$ cat config.mk
export PLATFORM = sky130hd
export DESIGN_NAME = rtc_bus_bridge
export DESIGN_NICKNAME = d
export VERILOG_FILES = /design/src/rtl/rtc_bus_bridge.sv
export SDC_FILE = /design/constraint.sdc
export NUM_CORES = 1
export LEC_CHECK = 0
export CAP_MARGIN = 20
export CORE_MARGIN = 5
export CORE_UTILIZATION = 47
export DETAILED_ROUTE_END_ITERATION = 6
export HOLD_SLACK_MARGIN = 0.06
export PLACE_DENSITY_LB_ADDON = 0.05
export SETUP_SLACK_MARGIN = 0.4
export SLEW_MARGIN = 20
export SYNTH_ARGS = -nofsm -noshare
export SYNTH_HDL_FRONTEND = slang
export SYNTH_SLANG_ARGS = --single-unit
$ cat constraint.sdc
create_clock -name clk -period 1.8 [get_ports clk]
set_input_delay 0.18 -clock clk [delete_from_list [all_inputs] [get_ports clk]]
set_output_delay 0.18 -clock clk [all_outputs]
set_load 0.01 [all_outputs]
$ cat src/rtl/rtc_bus_bridge.sv
`default_nettype none
// ============================================================================
// Module      : rtc_bus_bridge
// Description : PicoBlaze port-mapped bridge to a multiplexed address/data
//               RTC bus. Processor port writes launch timed bus cycles
//               (address phase, then data phase). Read data and status are
//               returned on in_port. An optional transfer-complete interrupt
//               is provided.
// Revision    : 1.0 - initial release
// ============================================================================
module rtc_bus_bridge #(
  parameter logic [7:0]  PORT_ADDR   = 8'h01,
  parameter logic [7:0]  PORT_WDATA  = 8'h02,
  parameter logic [7:0]  PORT_CMD    = 8'h03,
  parameter logic [7:0]  PORT_STATUS = 8'h04,
  parameter logic [7:0]  PORT_RDATA  = 8'h05,
  // Phase lengths in clk cycles. Each must be at least 1 and at most 256.
  parameter int unsigned T_SETUP     = 2,
  parameter int unsigned T_PULSE     = 4,
  parameter int unsigned T_HOLD      = 2
) (
  input  logic       clk,
  input  logic       rst,
  input  logic [7:0] port_id,
  input  logic [7:0] out_port,
  input  logic       write_strobe,
  input  logic       read_strobe,
  input  logic       interrupt_ack,
  output logic [7:0] in_port,
  output logic       interrupt,
  output logic [7:0] ad_out,
  output logic       ad_oe,
  input  logic [7:0] ad_in,
  output logic       cs_n,
  output logic       rd_n,
  output logic       wr_n,
  output logic       ad_sel
);

  // Down-counter reload values: a phase of N cycles counts N-1 .. 0.
  localparam logic [7:0] c_setup_ld = 8'(T_SETUP - 1);
  localparam logic [7:0] c_pulse_ld = 8'(T_PULSE - 1);
  localparam logic [7:0] c_hold_ld  = 8'(T_HOLD - 1);

  typedef enum logic [2:0] {
    S_IDLE    = 3'd0,
    S_A_SETUP = 3'd1,
    S_A_PULSE = 3'd2,
    S_A_HOLD  = 3'd3,
    S_D_SETUP = 3'd4,
    S_D_PULSE = 3'd5,
    S_D_HOLD  = 3'd6,
    S_DONE    = 3'd7
  } state_t;

  // ---------------------------------------------------------------------------
  // State and register file
  // ---------------------------------------------------------------------------
  state_t     state_q,   state_d;
  logic [7:0] cnt_q,     cnt_d;
  logic [7:0] addr_q,    addr_d;
  logic [7:0] wdata_q,   wdata_d;
  logic [7:0] rdata_q,   rdata_d;
  logic       rd_mode_q, rd_mode_d;   // 1 = current transfer is a bus read
  logic       busy_q,    busy_d;
  logic       done_q,    done_d;
  logic       err_q,     err_d;
  logic       int_en_q,  int_en_d;
  logic       irq_q,     irq_d;

  // Registered bus / processor outputs
  logic [7:0] in_port_q, in_port_d;
  logic [7:0] ad_out_q,  ad_out_d;
  logic       ad_oe_q,   ad_oe_d;
  logic       cs_n_q,    cs_n_d;
  logic       rd_n_q,    rd_n_d;
  logic       wr_n_q,    wr_n_d;
  logic       ad_sel_q,  ad_sel_d;

  // Decode helpers
  logic       wr_addr, wr_wdata, wr_cmd;
  logic       start_wr, start_rd;
  logic       status_rd;
  logic       irq_set;
  logic       a_phase, d_phase;
  logic [7:0] status_byte;

  assign status_byte = {5'b00000, err_q, done_q, busy_q};

  // Port decode, register updates and transfer sequencing
  always_comb begin
    state_d   = state_q;
    cnt_d     = cnt_q;
    addr_d    = addr_q;
    wdata_d   = wdata_q;
    rdata_d   = rdata_q;
    rd_mode_d = rd_mode_q;
    busy_d    = busy_q;
    done_d    = done_q;
    err_d     = err_q;
    int_en_d  = int_en_q;
    irq_set   = 1'b0;

    wr_addr   = write_strobe && (port_id == PORT_ADDR);
    wr_wdata  = write_strobe && (port_id == PORT_WDATA);
    wr_cmd    = write_strobe && (port_id == PORT_CMD);
    status_rd = read_strobe  && (port_id == PORT_STATUS);

    start_wr  = wr_wdata && !busy_q;
    start_rd  = wr_cmd && out_port[0] && !busy_q;

    // Processor writes: accepted when idle, rejected (with err) when busy.
    // A command write that only touches int_en is always accepted.
    if (!busy_q) begin
      if (wr_addr)  addr_d   = out_port;
      if (wr_wdata) wdata_d  = out_port;
      if (wr_cmd)   int_en_d = out_port[1];
    end else begin
      if (wr_addr || wr_wdata)
        err_d = 1'b1;
      if (wr_cmd) begin
        if (out_port[0]) err_d    = 1'b1;
        else             int_en_d = out_port[1];
      end
    end

    // Reading status acknowledges a completed transfer.
    if (status_rd)
      done_d = 1'b0;

    if (start_wr || start_rd) begin
      busy_d    = 1'b1;
      done_d    = 1'b0;
      err_d     = 1'b0;
      rd_mode_d = start_rd;
      state_d   = S_A_SETUP;
      cnt_d     = c_setup_ld;
    end

    // Timed phase sequencing; each timed state exits when the counter hits 0.
    case (state_q)
      S_IDLE: ;
      S_A_SETUP: begin
        if (cnt_q == 8'd0) begin state_d = S_A_PULSE; cnt_d = c_pulse_ld; end
        else cnt_d = cnt_q - 8'd1;
      end
      S_A_PULSE: begin
        if (cnt_q == 8'd0) begin state_d = S_A_HOLD; cnt_d = c_hold_ld; end
        else cnt_d = cnt_q - 8'd1;
      end
      S_A_HOLD: begin
        if (cnt_q == 8'd0) begin state_d = S_D_SETUP; cnt_d = c_setup_ld; end
        else cnt_d = cnt_q - 8'd1;
      end
      S_D_SETUP: begin
        if (cnt_q == 8'd0) begin state_d = S_D_PULSE; cnt_d = c_pulse_ld; end
        else cnt_d = cnt_q - 8'd1;
      end
      S_D_PULSE: begin
        if (cnt_q == 8'd0) begin
          // Capture the pad while rd_n is still low, on its final cycle.
          if (rd_mode_q) rdata_d = ad_in;
          state_d = S_D_HOLD;
          cnt_d   = c_hold_ld;
        end else begin
          cnt_d = cnt_q - 8'd1;
        end
      end
      S_D_HOLD: begin
        if (cnt_q == 8'd0) begin state_d = S_DONE; cnt_d = 8'd0; end
        else cnt_d = cnt_q - 8'd1;
      end
      S_DONE: begin
        // Completion wins over a coincident status read clearing done.
        state_d = S_IDLE;
        busy_d  = 1'b0;
        done_d  = 1'b1;
        irq_set = int_en_q;
      end
      default: begin
        state_d = S_IDLE;
        cnt_d   = 8'd0;
        busy_d  = 1'b0;
      end
    endcase
  end

  // Interrupt: acknowledge clears, but a new completion on the same edge wins.
  always_comb begin
    irq_d = irq_q;
    if (interrupt_ack) irq_d = 1'b0;
    if (irq_set)       irq_d = 1'b1;
  end

  // Bus outputs derived from the next state so the registered pins line up
  // with the state register and never glitch.
  always_comb begin
    a_phase  = (state_d == S_A_SETUP) || (state_d == S_A_PULSE) || (state_d == S_A_HOLD);
    d_phase  = (state_d == S_D_SETUP) || (state_d == S_D_PULSE) || (state_d == S_D_HOLD);

    cs_n_d   = (state_d == S_IDLE);
    ad_sel_d = d_phase || (state_d == S_DONE);
    ad_oe_d  = a_phase || (d_phase && !rd_mode_d);
    wr_n_d   = !((state_d == S_A_PULSE) || ((state_d == S_D_PULSE) && !rd_mode_d));
    rd_n_d   = !((state_d == S_D_PULSE) && rd_mode_d);

    ad_out_d = 8'h00;
    if (a_phase)                    ad_out_d = addr_d;
    else if (d_phase && !rd_mode_d) ad_out_d = wdata_d;
  end

  // Processor read mux, registered for one-cycle latency off port_id.
  always_comb begin
    in_port_d = 8'h00;
    if (port_id == PORT_STATUS)     in_port_d = status_byte;
    else if (port_id == PORT_RDATA) in_port_d = rdata_q;
  end

  // State, register file and output registers
  always_ff @(posedge clk or posedge rst) begin
    if (rst) begin
      state_q   <= S_IDLE;
      cnt_q     <= 8'd0;
      addr_q    <= 8'h00;
      wdata_q   <= 8'h00;
      rdata_q   <= 8'h00;
      rd_mode_q <= 1'b0;
      busy_q    <= 1'b0;
      done_q    <= 1'b0;
      err_q     <= 1'b0;
      int_en_q  <= 1'b0;
      irq_q     <= 1'b0;
      in_port_q <= 8'h00;
      ad_out_q  <= 8'h00;
      ad_oe_q   <= 1'b0;
      cs_n_q    <= 1'b1;
      rd_n_q    <= 1'b1;
      wr_n_q    <= 1'b1;
      ad_sel_q  <= 1'b0;
    end else begin
      state_q   <= state_d;
      cnt_q     <= cnt_d;
      addr_q    <= addr_d;
      wdata_q   <= wdata_d;
      rdata_q   <= rdata_d;
      rd_mode_q <= rd_mode_d;
      busy_q    <= busy_d;
      done_q    <= done_d;
      err_q     <= err_d;
      int_en_q  <= int_en_d;
      irq_q     <= irq_d;
      in_port_q <= in_port_d;
      ad_out_q  <= ad_out_d;
      ad_oe_q   <= ad_oe_d;
      cs_n_q    <= cs_n_d;
      rd_n_q    <= rd_n_d;
      wr_n_q    <= wr_n_d;
      ad_sel_q  <= ad_sel_d;
    end
  end

  assign in_port   = in_port_q;
  assign interrupt = irq_q;
  assign ad_out    = ad_out_q;
  assign ad_oe     = ad_oe_q;
  assign cs_n      = cs_n_q;
  assign rd_n      = rd_n_q;
  assign wr_n      = wr_n_q;
  assign ad_sel    = ad_sel_q;

endmodule
`default_nettype wire

# ---- Word level (Yosys, flattened, before mapping)
# Cells that the tools add are included.
# Widths: inputs -> output; s select.
dict set report totals {
  n_memories 0
  latchBits 0
  rom_bits 0
  regBits 62
  ramBits 0
  wordCells 112
}
dict set report op_classes {
  n_addsub 1
  shift 0
  reduce_logical 34
  bitwise 0
  magnitude_cmp 0
  muxes 39
  n_div 0
  n_mul 0
  n_eq_ne 20
}
# op n
set op_table {}
lappend op_table {{$mux 8} 12}
lappend op_table {{$eq 3x3->1 const B} 8}
lappend op_table {{$pmux 8 s3} 1}
lappend op_table {{$mux 3} 7}
lappend op_table {{$pmux 3 s7} 1}
lappend op_table {{$mux 1} 18}
lappend op_table {{$eq 8x2->1 const B} 2}
lappend op_table {{$eq 8x3->1 const B} 2}
lappend op_table {{$eq 3x2->1 const B} 4}
lappend op_table {{$logic_and 1x1->1} 10}
lappend op_table {{$logic_or 1x1->1} 9}
lappend op_table {{$eq 8x1->1 const B} 1}
lappend op_table {{$logic_not 8->1} 1}
lappend op_table {{$sub 8x1->8 const B} 1}
lappend op_table {{$eq 3x1->1 const B} 2}
lappend op_table {{$reduce_bool 2->1} 3}
lappend op_table {{$logic_not 1->1} 4}
lappend op_table {{$reduce_bool 4->1} 1}
lappend op_table {{$logic_not 3->1} 1}
lappend op_table {{$reduce_and 3->1} 1}
lappend op_table {{$reduce_bool 3->1} 1}
lappend op_table {{$reduce_or 3->1} 1}
lappend op_table {{$ne 2x2->1 const B} 1}
lappend op_table {{$reduce_and 2->1} 1}
lappend op_table {{$reduce_or 2->1} 1}

# ---- Longest topological paths before layout
# Gate-level depths: netlist (run 1).
dict set report depth {
  depth_word 14
  depth_mapped 8
}

# ---- Worst setup path after synthesis (run 1)
# OpenSTA, ideal clock, no wires.
dict set report synth_path {
  path_type {input to register}
  from {in port_id[5]}
  to {reg ad_out_q[0] (netlist: ad_out[0])}
  setup_time_ps 121
  t_arrival_ps 1864
  stages 5
  setup_slack_ps -185
  required_ps 1679
  path_cell_list {or4_4 -> or2_4 -> nor3_4 -> mux2_2 -> a22o_1}
}
# item line_no
set synth_rtl {}
lappend synth_rtl {{from (decl)} 24} ;# input logic [7:0] port_id,
lappend synth_rtl {{$eq 8x1->1} 104} ;# wr_addr = write_strobe && (port_id == PORT_ADDR);
lappend synth_rtl {{$logic_and 1x1->1} 104}
lappend synth_rtl {{$mux 8} 115} ;# if (wr_addr) addr_d = out_port;
lappend synth_rtl {{$mux 8} 114} ;# if (!busy_q) begin
lappend synth_rtl {{via addr_d[0]} 61} ;# logic [7:0] addr_q, addr_d;
lappend synth_rtl {{$mux 8} 208} ;# if (a_phase) ad_out_d = addr_d;
lappend synth_rtl {{via ad_out_d[0]} 73} ;# logic [7:0] ad_out_q, ad_out_d;
lappend synth_rtl {{to (signal assigned)} 253} ;# ad_out_q <= ad_out_d;
lappend synth_rtl {{to (decl)} 73}
# The timed path passes the listed nets, and every way through them passes these cells.
# A chain may end at the register's enable or synchronous reset.

# ---- Worst setup path in the final report (run 1)
dict set report layout_path {
  from {reg cnt_q[3]}
  to {reg ad_out_q[6] (netlist: ad_out[6])}
}
dict set report layout_between {
  elab_chain_len 9
}
# item line_no
set layout_rtl {}
lappend layout_rtl {{from (decl)} 60} ;# logic [7:0] cnt_q, cnt_d;
lappend layout_rtl {{from (signal assigned)} 242} ;# cnt_q <= cnt_d;
lappend layout_rtl {{$logic_not 8->1 *} n/a}
lappend layout_rtl {{$mux 3, or another cell as far along} 170} ;# if (cnt_q == 8'd0) begin state_d = S_DONE; cnt_d = 8'd0; end
lappend layout_rtl {{$pmux 3 s7 *} 141} ;# case (state_q)
lappend layout_rtl {{$eq 3x3->1} 199} ;# d_phase = (state_d == S_D_SETUP) || (state_d == S_D_PULSE) || (state_d == S_D_HOLD);
lappend layout_rtl {{$logic_or 1x1->1 (2 in series)} 199}
lappend layout_rtl {{$logic_and 1x1->1} 209} ;# else if (d_phase && !rd_mode_d) ad_out_d = wdata_d;
lappend layout_rtl {{$mux 8} 209}
lappend layout_rtl {{$mux 8 *} 208}
lappend layout_rtl {{via ad_out_d[6]} 73}
# The timed path passes the listed nets; every way through them passes the cells marked *.

==> flow_metrics.tcl, run 1 <==
set metrics [dict create \
    async_flop_share_pct 100 \
    drive_above_1_share_pct 45.2 \
    seq_area_frac_synth_pct 56.0 \
    hold_class "primary input to register" \
    layout.cells.non_filler 431 \
    area_growth_pct 60.1 \
    setup_viol 0 \
    drtPass1Iterations 4 \
    powerDensity_nw_per_um2 673 \
    h-tree-depth 3 \
    synth-seq-cells 62 \
    met1_usage_pct 26.3 \
    drc_errors 0 \
    max_freq_ghz 0.560 \
    synth_compound_area_share_pct 12.8 \
    synthXorXnorAreaFrac_pct 0.631 \
    die_h_um 86.8 \
    synthesis.area_um2 2780 \
    synthAdderAreaFrac_pct 0.902 \
    synth_cell_types 54 \
    crit_path_cell_trace "nor4_4 > and3_4 > buf_6 > o21ai_4 > o311a_1 > buf_6 > a22o_1" \
    clock-skew-final_ns 0.00847 \
    vdd_ir_drop_max_v 0.000716 \
    die_area_um2 7540 \
    critPathLaunchType "register" \
    synth_top_family_by_area "simple AND/OR/NAND/NOR gates" \
    antenna_found_initial 0 \
    power_uw 2990 \
    grt_pass1_wl_um 11800 \
    grt_use_total_pct 20.4 \
    path_delay_family "simple AND/OR/NAND/NOR gates" \
    rows 28 \
    grt-busiest-layer "met2" \
    placed_cells_incl_taps 405 \
    cts_buffer_depth 2 \
    fin_area_um2 4440 \
    critical_path_buf_inv_count 2 \
    met2_usage_pct 32.6 \
    cts.sinks 62 \
    synth_nets 268 \
    die_w_um 86.8 \
    cp.required_ns 2.02 \
    mostFrequentLayoutCells "dfrtp_1, buf_4, clkdlybuf4s50_1" \
    synth_area_leaders "dfrtp_1, mux2_2, a22o_1" \
    num_antenna_cells 0 \
    cap_violations 0 \
    critical-path-max-stage-delay_ns 0.41 \
    cpMostUsedCell "buf_6" \
    crit_type "register to register" \
    drt-initial-drc-count 100 \
    vias 2307 \
    grt_overflow 0 \
    fillCellCount 385 \
    drt-total-wl_um 7120 \
    fin_crit_sh_pct 99.3 \
    cts_buffers 9 \
    slew_viol_final 0 \
    status "finished clean" \
    vias_per_cell 5.35 \
    netlist.top_cell.by_area "dfrtp_1" \
    p_leak_uw 0.00223 \
    synth_top_cell_area_share_pct 53.2 \
    clk_latency_ns 0.34 \
    slew_headroom_pct 77.6 \
    synthCells 237 \
    gp_congestion 0.793 \
    avgSynthCellArea_um2 11.7 \
    use_met3_pct 5.80 \
    cts_root_buf "clkbuf_8" \
    fin_nets 382 \
    clk_pin_slew_ns 0.07 \
    grt_pass1_vias 2433 \
    synth_flop_cell "dfrtp_1" \
    grt_setup_unrepaired "yes" \
    grt_max_degree 63 \
    worst_ep_arrival_time_ns 2.01 \
    period_minus_slack_ns 1.79 \
    wl_per_cell_um 16.5 \
    yosysWarnings 0 \
    synth_edf_count 0 \
    finalHoldViolCount 0 \
    cp-end-kind "register" \
    synthSimpleGateAreaFrac_pct 15.2 \
    pin_count 51 \
    core_area_um2 5820 \
    cts_tree "done" \
    start_util_pct 47.7 \
    tightest_slew_ns 0.335 \
    layout_commonest_cell "dfrtp_1" \
    placed_area_um2 3850 \
    io_buffer_count 50 \
    hpwl_um 4740 \
    crit_fanout 4 \
    critPathSlowestCell "dfrtp_1" \
    ant_nets 0 \
    synth_mux_area_share_pct 11.2 \
]
[worst reg2reg max path, delay by kind of cell, from the launching register on]
family                 cells  cell delay [ns]
flip-flops                 1             0.41
buffers and inverters      2             0.26
AND/OR/NAND/NOR            2             0.59
AO/OA/AOI/OAI              3             0.42
[logic make-up after synthesis]
group	after synthesis
AOI/OAI and AO/OA	51
xor gates and xnor gates	2
adders and majority gates	2
buffers and inverters	21
DFF	62
muxes	28
and+or+nand+nor	71
[cell usage after synthesis, types with 2 or more instances]
cell type,count
nand3b_1,2
dfstp_2,3
mux2_2,24
buf_2,4
nor2_1,15
a31oi_1,2
nand2b_1,2
and4_1,3
o21ai_0,9
mux2i_1,4
dfrtp_1,59
o22ai_1,2
nand3_1,6
clkbuf_1,5
o21bai_1,3
a21oi_1,10
nand2_1,13
or3_1,3
inv_1,11
nand4_1,2
and3_1,7
a22o_1,10
nor4b_2,2
nor3_1,5
ha_1,2
[area by class of cell]
type,instances,area [µm²],share of cell area [%]
sequential,62,1560,35.0
inverter,11,45.0,1.01
clock buffer,11,151,3.41
clock inverter,5,81.3,1.83
multi-input combinational,154,1450,32.6
tap,75,93.8,2.11
timing repair buffer,113,1070,24.1
[state kept, by name, indices dropped and copies added (netlist names)]
signal	cells
ad_oe	1
ad_out	8
ad_sel	1
addr_q	8
busy_q	1
cnt_q	8
cs_n	1
done_q	1
err_q	1
in_port	8
int_en_q	1
interrupt	1
rd_mode_q	1
rd_n	1
rdata_q	8
state_q	3
wdata_q	8
wr_n	1
[worst paths after layout]
| check | slack, ns | cells after the start | end | start |
|---|---|---|---|---|
| max in group asynchronous | 1.21 | 3 | wr_n$_DFF_PP1_ | rst |
| min in group asynchronous | 0.28 | 3 | addr_q[4]$_DFF_PP0_ | rst |
| min | 0.23 | 3 | in_port[2]$_DFF_PP0_ | port_id[2] |
| min reg2reg | 0.50 | 1 | wdata_q[6]$_DFF_PP0_ | wdata_q[6]$_DFF_PP0_ |
| max reg2reg | 0.01 | 7 | ad_out[6]$_DFF_PP0_ | cnt_q[3]$_DFFE_PP0P_ |
| max | 0.01 | 7 | ad_out[6]$_DFF_PP0_ | cnt_q[3]$_DFFE_PP0P_ |
[where the power goes]
| group | switching (µW) | leakage [µW] | internal (µW) |
|---|---|---|---|
| clock | 554 | 0.000116 | 855 |
| sequential | 7.27 | 0.000790 | 1410 |
| combinational | 74.2 | 0.00132 | 91.9 |
| total | 636 | 0.00223 | 2350 |
[metal layers]
| layer | vias up | wire, µm |
|---|---|---|
| met4 | 0 | 130 |
| met3 | 13 | 396 |
| met5 | - | 0 |
| met2 | 55 | 3490 |
| met1 | 1133 | 3110 |
| li1 | 1106 | - |
[per-stage QoR]
step | setup TNS, ns | worst slack [ns] | utilization, % | hold slack, ns
after floorplan | -2.04 | -0.185 | - | 0.287
after global placement | -17.25 | -0.621 | 66.3 | 0.463
after detailed placement | -17.95 | -0.658 | 66.3 | 0.465
after CTS | -0.00860 | -0.00433 | 73.6 | 0.227
after global routing | -0.515 | -0.0522 | 76.4 | 0.240
final | 0 | 0.0127 | 76.4 | 0.229
[what timing repair did]
action | in CTS | in global routing
pin swaps | 21 | 18
resized for setup | 74 | 43
buffers inserted | 7 | 3
hold buffers | 0 | 0
endpoints found under the setup margin | 65 | 63
Note: power is estimated with default switching activity, not from simulation.
==> inputs of run 2 (changes only) <==
Settings changed: CORE_MARGIN 5 to default.
==> flow_metrics.tcl, run 2 (same netlist as run 1, synthesis figures left out) <==
set metrics [dict create \
    hpwl_um 4700 \
    critical-path-max-stage-delay_ns 0.42 \
    grt_setup_unrepaired "yes" \
    critPathSlowestCell "dfrtp_1" \
    hold_class "primary input to register" \
    die_h_um 78.8 \
    layout_commonest_cell "dfrtp_1" \
    grt_pass1_vias 2490 \
    layout.cells.non_filler 429 \
    finalHoldViolCount 0 \
    vias 2340 \
    core_area_um2 5610 \
    cap_violations 0 \
    gp_congestion 0.854 \
    rows 27 \
    mostFrequentLayoutCells "dfrtp_1, buf_4, clkdlybuf4s50_1" \
    drt-total-wl_um 7410 \
    cts_root_buf "clkbuf_8" \
    vias_per_cell 5.45 \
    vdd_ir_drop_max_v 0.000532 \
    tightest_slew_ns 0.487 \
    placed_cells_incl_taps 394 \
    h-tree-depth 3 \
    grt_max_degree 63 \
    cpMostUsedCell "buf_6" \
    io_buffer_count 50 \
    cp-end-kind "register" \
    powerDensity_nw_per_um2 678 \
    final_util_pct 79.2 \
    crit_path_cell_trace "nor4_4 > and3_4 > buf_6 > nand4_1 > buf_6 > mux2_2" \
    status "finished clean" \
    num_antenna_cells 0 \
    regArea_um2 1560 \
    ant_nets 0 \
    slew_viol_final 0 \
    die_w_um 78.8 \
    finalSetupTns_ns 0 \
    cts_buffers 9 \
    fillCellCount 352 \
    cts_tree "done" \
    setup_viol 0 \
    placed_area_um2 3790 \
    area_growth_pct 60.0 \
    grt_use_total_pct 25.4 \
    clock-skew-final_ns 0.00520 \
    fin_area_um2 4440 \
    drive_above_1_share_pct 44.3 \
    path_delay_family "simple AND/OR/NAND/NOR gates" \
    fin_hold_ws_ns 0.266 \
    slew_headroom_pct 67.1 \
    cp.required_ns 2.01 \
    critical_path_buf_inv_count 2 \
    grt_pass1_wl_um 11900 \
    max_freq_ghz 0.557 \
    fin_crit_sh_pct 99.7 \
    start_util_pct 49.5 \
    fin_nets 383 \
    holdBufCountCts 0 \
    antenna_found_initial 0 \
    die_area_um2 6220 \
    crit_fanout 8 \
    clk_pin_slew_ns 0.07 \
    clk_latency_ns 0.33 \
    cts.sinks 62 \
    pin_count 51 \
    period_minus_slack_ns 1.79 \
    worst_ep_arrival_time_ns 2.01 \
    crit_type "register to register" \
    drt-initial-drc-count 140 \
    multi_input_area_um2 1430 \
    grt_overflow 0 \
    drc_errors 0 \
    p_leak_uw 0.00219 \
    cts_buffer_depth 2 \
    drtPass1Iterations 4 \
    wl_per_cell_um 17.3 \
    critPathLaunchType "register" \
]
==> run 2: cell count changes in the layout (fill, tap and decap cells not counted), sizes merged, moves of 2 or more <==
| cell | previous run | this run |
|---|---|---|
| clkdlybuf4s50 | 20 | 26 |
| dlymetal6s2s | 13 | 10 |
| clkbuf | 14 | 16 |
| dlygate4sd2 | 10 | 8 |
==> run 2: layer usage <==
metal	wire length, µm	track usage [%]
met3	256	5.63
met1	3160	31.6
met5	0	0
met4	131	9.09
met2	3870	43.4
==> run 2: through the flow <==
stage          power (µW)  worst slack (ns)
2_1_floorplan        1490            -0.185
3_3_place_gp         1600            -0.627
3_5_place_dp         1600            -0.662
4_1_cts              3040           -0.0177
5_1_grt              3110           -0.0914
6_report             3010           0.00520
==> run 2: timing repair <==
| item | CTS | global route |
|---|---|---|
| endpoints found under the setup margin | 62 | 66 |
| gates resized for setup | 78 | 32 |
| pin swaps | 20 | 18 |
| setup buffers | 12 | 7 |
==> run 2: worst register-to-register path, cell delays in order (launching register included) <==
cell and delay [ns]:
dfrtp_1 0.42, nor4_4 0.31, and3_4 0.27, buf_6 0.12, nand4_1 0.11, buf_6 0.17
mux2_2 0.28
==> run 2: final timing paths <==
kind / depth (start not counted) / slack [ns] / endpoint / from
min reg2reg: 1 / 0.50 / wdata_q[6]$_DFF_PP0_ / wdata_q[6]$_DFF_PP0_
max in group asynchronous: 3 / 1.21 / wr_n$_DFF_PP1_ / rst
min in group asynchronous: 3 / 0.28 / wdata_q[5]$_DFF_PP0_ / rst
max reg2reg: 6 / 0.005 / rdata_q[6]$_DFFE_PP0P_ / cnt_q[3]$_DFFE_PP0P_
max: 6 / 0.005 / rdata_q[6]$_DFFE_PP0P_ / cnt_q[3]$_DFFE_PP0P_
min: 3 / 0.27 / in_port[1]$_DFF_PP0_ / port_id[2]
==> run 2: cell type report <==
cell class	instances	share of cell area (%)
Clock buffer	13	3.80
Clock inverter	3	1.47
Inverter	11	1.01
Multi-Input combinational cell	154	32.3
Sequential cell	62	35.0
Tap cell	72	2.03
Timing Repair Buffer	114	24.4
==> run 2: report_power, final <==
group	internal [µW]	switching (µW)	total (µW)
Combinational	94.3	77.6	172
Clock	892	531	1420
Sequential	1410	7.96	1420
==> inputs of run 3 (changes only) <==
Settings changed: CTS_CLUSTER_DIAMETER from default to 120, SETUP_SLACK_MARGIN 0.4 to 0.1.
==> flow_metrics.tcl, run 3 (same netlist as run 1, synthesis figures left out) <==
set metrics [dict create \
    fin_nets 370 \
    critPathSlowestCell "or4_4" \
    mostFrequentLayoutCells "dfrtp_1, buf_4, clkdlybuf4s50_1" \
    cp.required_ns 2.01 \
    clock-skew-final_ns 0.00972 \
    vias 2227 \
    die_area_um2 6220 \
    ant_nets 0 \
    crit_path_cell_trace "buf_6 > or4_4 > or2_4 > nor3_4 > buf_12 > mux2_4 > a22o_1" \
    hpwl_um 4400 \
    powerDensity_nw_per_um2 649 \
    slew_viol_final 0 \
    fin_crit_sh_pct 98.3 \
    rows 27 \
    clk_pin_slew_ns 0.07 \
    gp_congestion 0.837 \
    cts_buffer_depth 2 \
    critical-path-max-stage-delay_ns 0.53 \
    cap_violations 0 \
    slew_headroom_pct 74.3 \
    antenna_found_initial 0 \
    drtPass1Iterations 5 \
    cts_root_buf "clkbuf_8" \
    drt-initial-drc-count 158 \
    layout.cells.non_filler 416 \
    h-tree-depth 3 \
    drive_above_1_share_pct 37.2 \
    area_growth_pct 46.6 \
    critPathLaunchType "primary input" \
    placed_area_um2 3690 \
    grt_pass1_wl_um 10700 \
    crit_fanout 8 \
    tightest_slew_ns 0.381 \
    grt_overflow 0 \
    cts_tree "done" \
    fin_area_um2 4070 \
    clk_latency_ns 0.33 \
    rr_worst_depth 7 \
    setup_viol 0 \
    finalHoldViolCount 0 \
    drt-total-wl_um 6390 \
    status "finished clean" \
    die_w_um 78.8 \
    placed_cells_incl_taps 392 \
    io_buffer_count 50 \
    crit_type "primary input to register" \
    layout_commonest_cell "dfrtp_1" \
    grt_setup_unrepaired "yes" \
    drc_errors 0 \
    period_minus_slack_ns 1.77 \
    pin_count 51 \
    power_uw 2640 \
    grt_pass1_vias 2260 \
    p_leak_uw 0.00184 \
    cp-end-kind "register" \
    vdd_ir_drop_max_v 0.000566 \
    max_freq_ghz 0.565 \
    fillCellCount 427 \
    holdBufCountCts 0 \
    holdPathStages 5 \
    cts.sinks 62 \
    vias_per_cell 5.35 \
    fin_hold_ws_ns 0.247 \
    die_h_um 78.8 \
    core_area_um2 5610 \
    worst_ep_arrival_time_ns 1.98 \
    grt_max_degree 63 \
    cts_buffers 9 \
    num_antenna_cells 0 \
    hold_class "primary input to register" \
    wl_per_cell_um 15.4 \
    start_util_pct 49.5 \
    grt_use_total_pct 22.6 \
]
-- run 3: cell count changes in the layout (fill, tap and decap cells not counted), moves of 5 or more --
cell	previous run	this run
mux2_2	8	17
mux2_4	16	7
dlymetal6s2s_1	10	0
clkdlybuf4s50_1	26	41
and3_4	6	1
and3_1	1	6
buf_6	16	5
-- run 3: final cells by class --
| type | count | area [µm²] | share of cell area, % |
|---|---|---|---|
| multi-input combinational | 154 | 1270 | 31.3 |
| clock buffer | 10 | 138 | 3.38 |
| timing repair buffer | 101 | 928 | 22.8 |
| inverter | 11 | 45.0 | 1.11 |
| sequential | 62 | 1560 | 38.2 |
| tap | 72 | 90.1 | 2.21 |
| clock inverter | 6 | 37.5 | 0.923 |
-- run 3: repair_timing --
action | 4_1_cts | 5_1_grt
setup buffers | 4 | 4
pin swaps | 15 | 6
hold endpoints to repair | 0 | 0
resized for setup | 42 | 21
gates cloned | 0 | 0
endpoints found under the setup margin | 51 | 30
-- run 3: path summary, 6_finish.rpt --
path                                      start                    end  slack (ns)
max                                  port_id[6]    ad_out[3]$_DFF_PP0_        0.03
min                                  port_id[6]      err_q$_DFFE_PP0P_        0.25
max reg2reg                cnt_q[0]$_DFFE_PP0P_   cnt_q[6]$_DFFE_PP0P_        0.04
min reg2reg                int_en_q$_DFFE_PP0P_  interrupt$_DFFE_PP0P_        0.48
max in group asynchronous                   rst         rd_n$_DFF_PP1_        1.22
min in group asynchronous                   rst   cnt_q[2]$_DFFE_PP0P_        0.27
-- run 3: stage by stage --
step / TNS, ns / util (%) / setup slack, ns
global route: -0.590 / 72.6 / -0.0504
finish: 0 / 72.6 / 0.0298
global placement: -17.67 / 65.8 / -0.622
floorplan: -1.65 / - / -0.185
CTS: 0 / 70.7 / 0.0146
detailed placement: -19.06 / 65.8 / -0.677
-- run 3: worst max-delay path, delay by kind of cell --
family,cells,cell delay [ns]
buffers and inverters,2,0.25
multiplexers,1,0.31
AO/OA/AOI/OAI,1,0.21
AND/OR/NAND/NOR,3,1.02
-- run 3: layer usage --
layer / track usage [%] / routed length (µm) / up-vias
met2: 36.2 / 3250 / 51
met1: 29.4 / 2820 / 1099
met3: 6.44 / 263 / 4
met4: 8.00 / 56 / 0
li1: - / - / 1073
met5: 0 / 0 / -
-- run 3: report_power, final --
group | internal, µW | switching (µW)
registers | 1410 | 6.82
clock network | 529 | 544
logic | 86.8 | 67.4
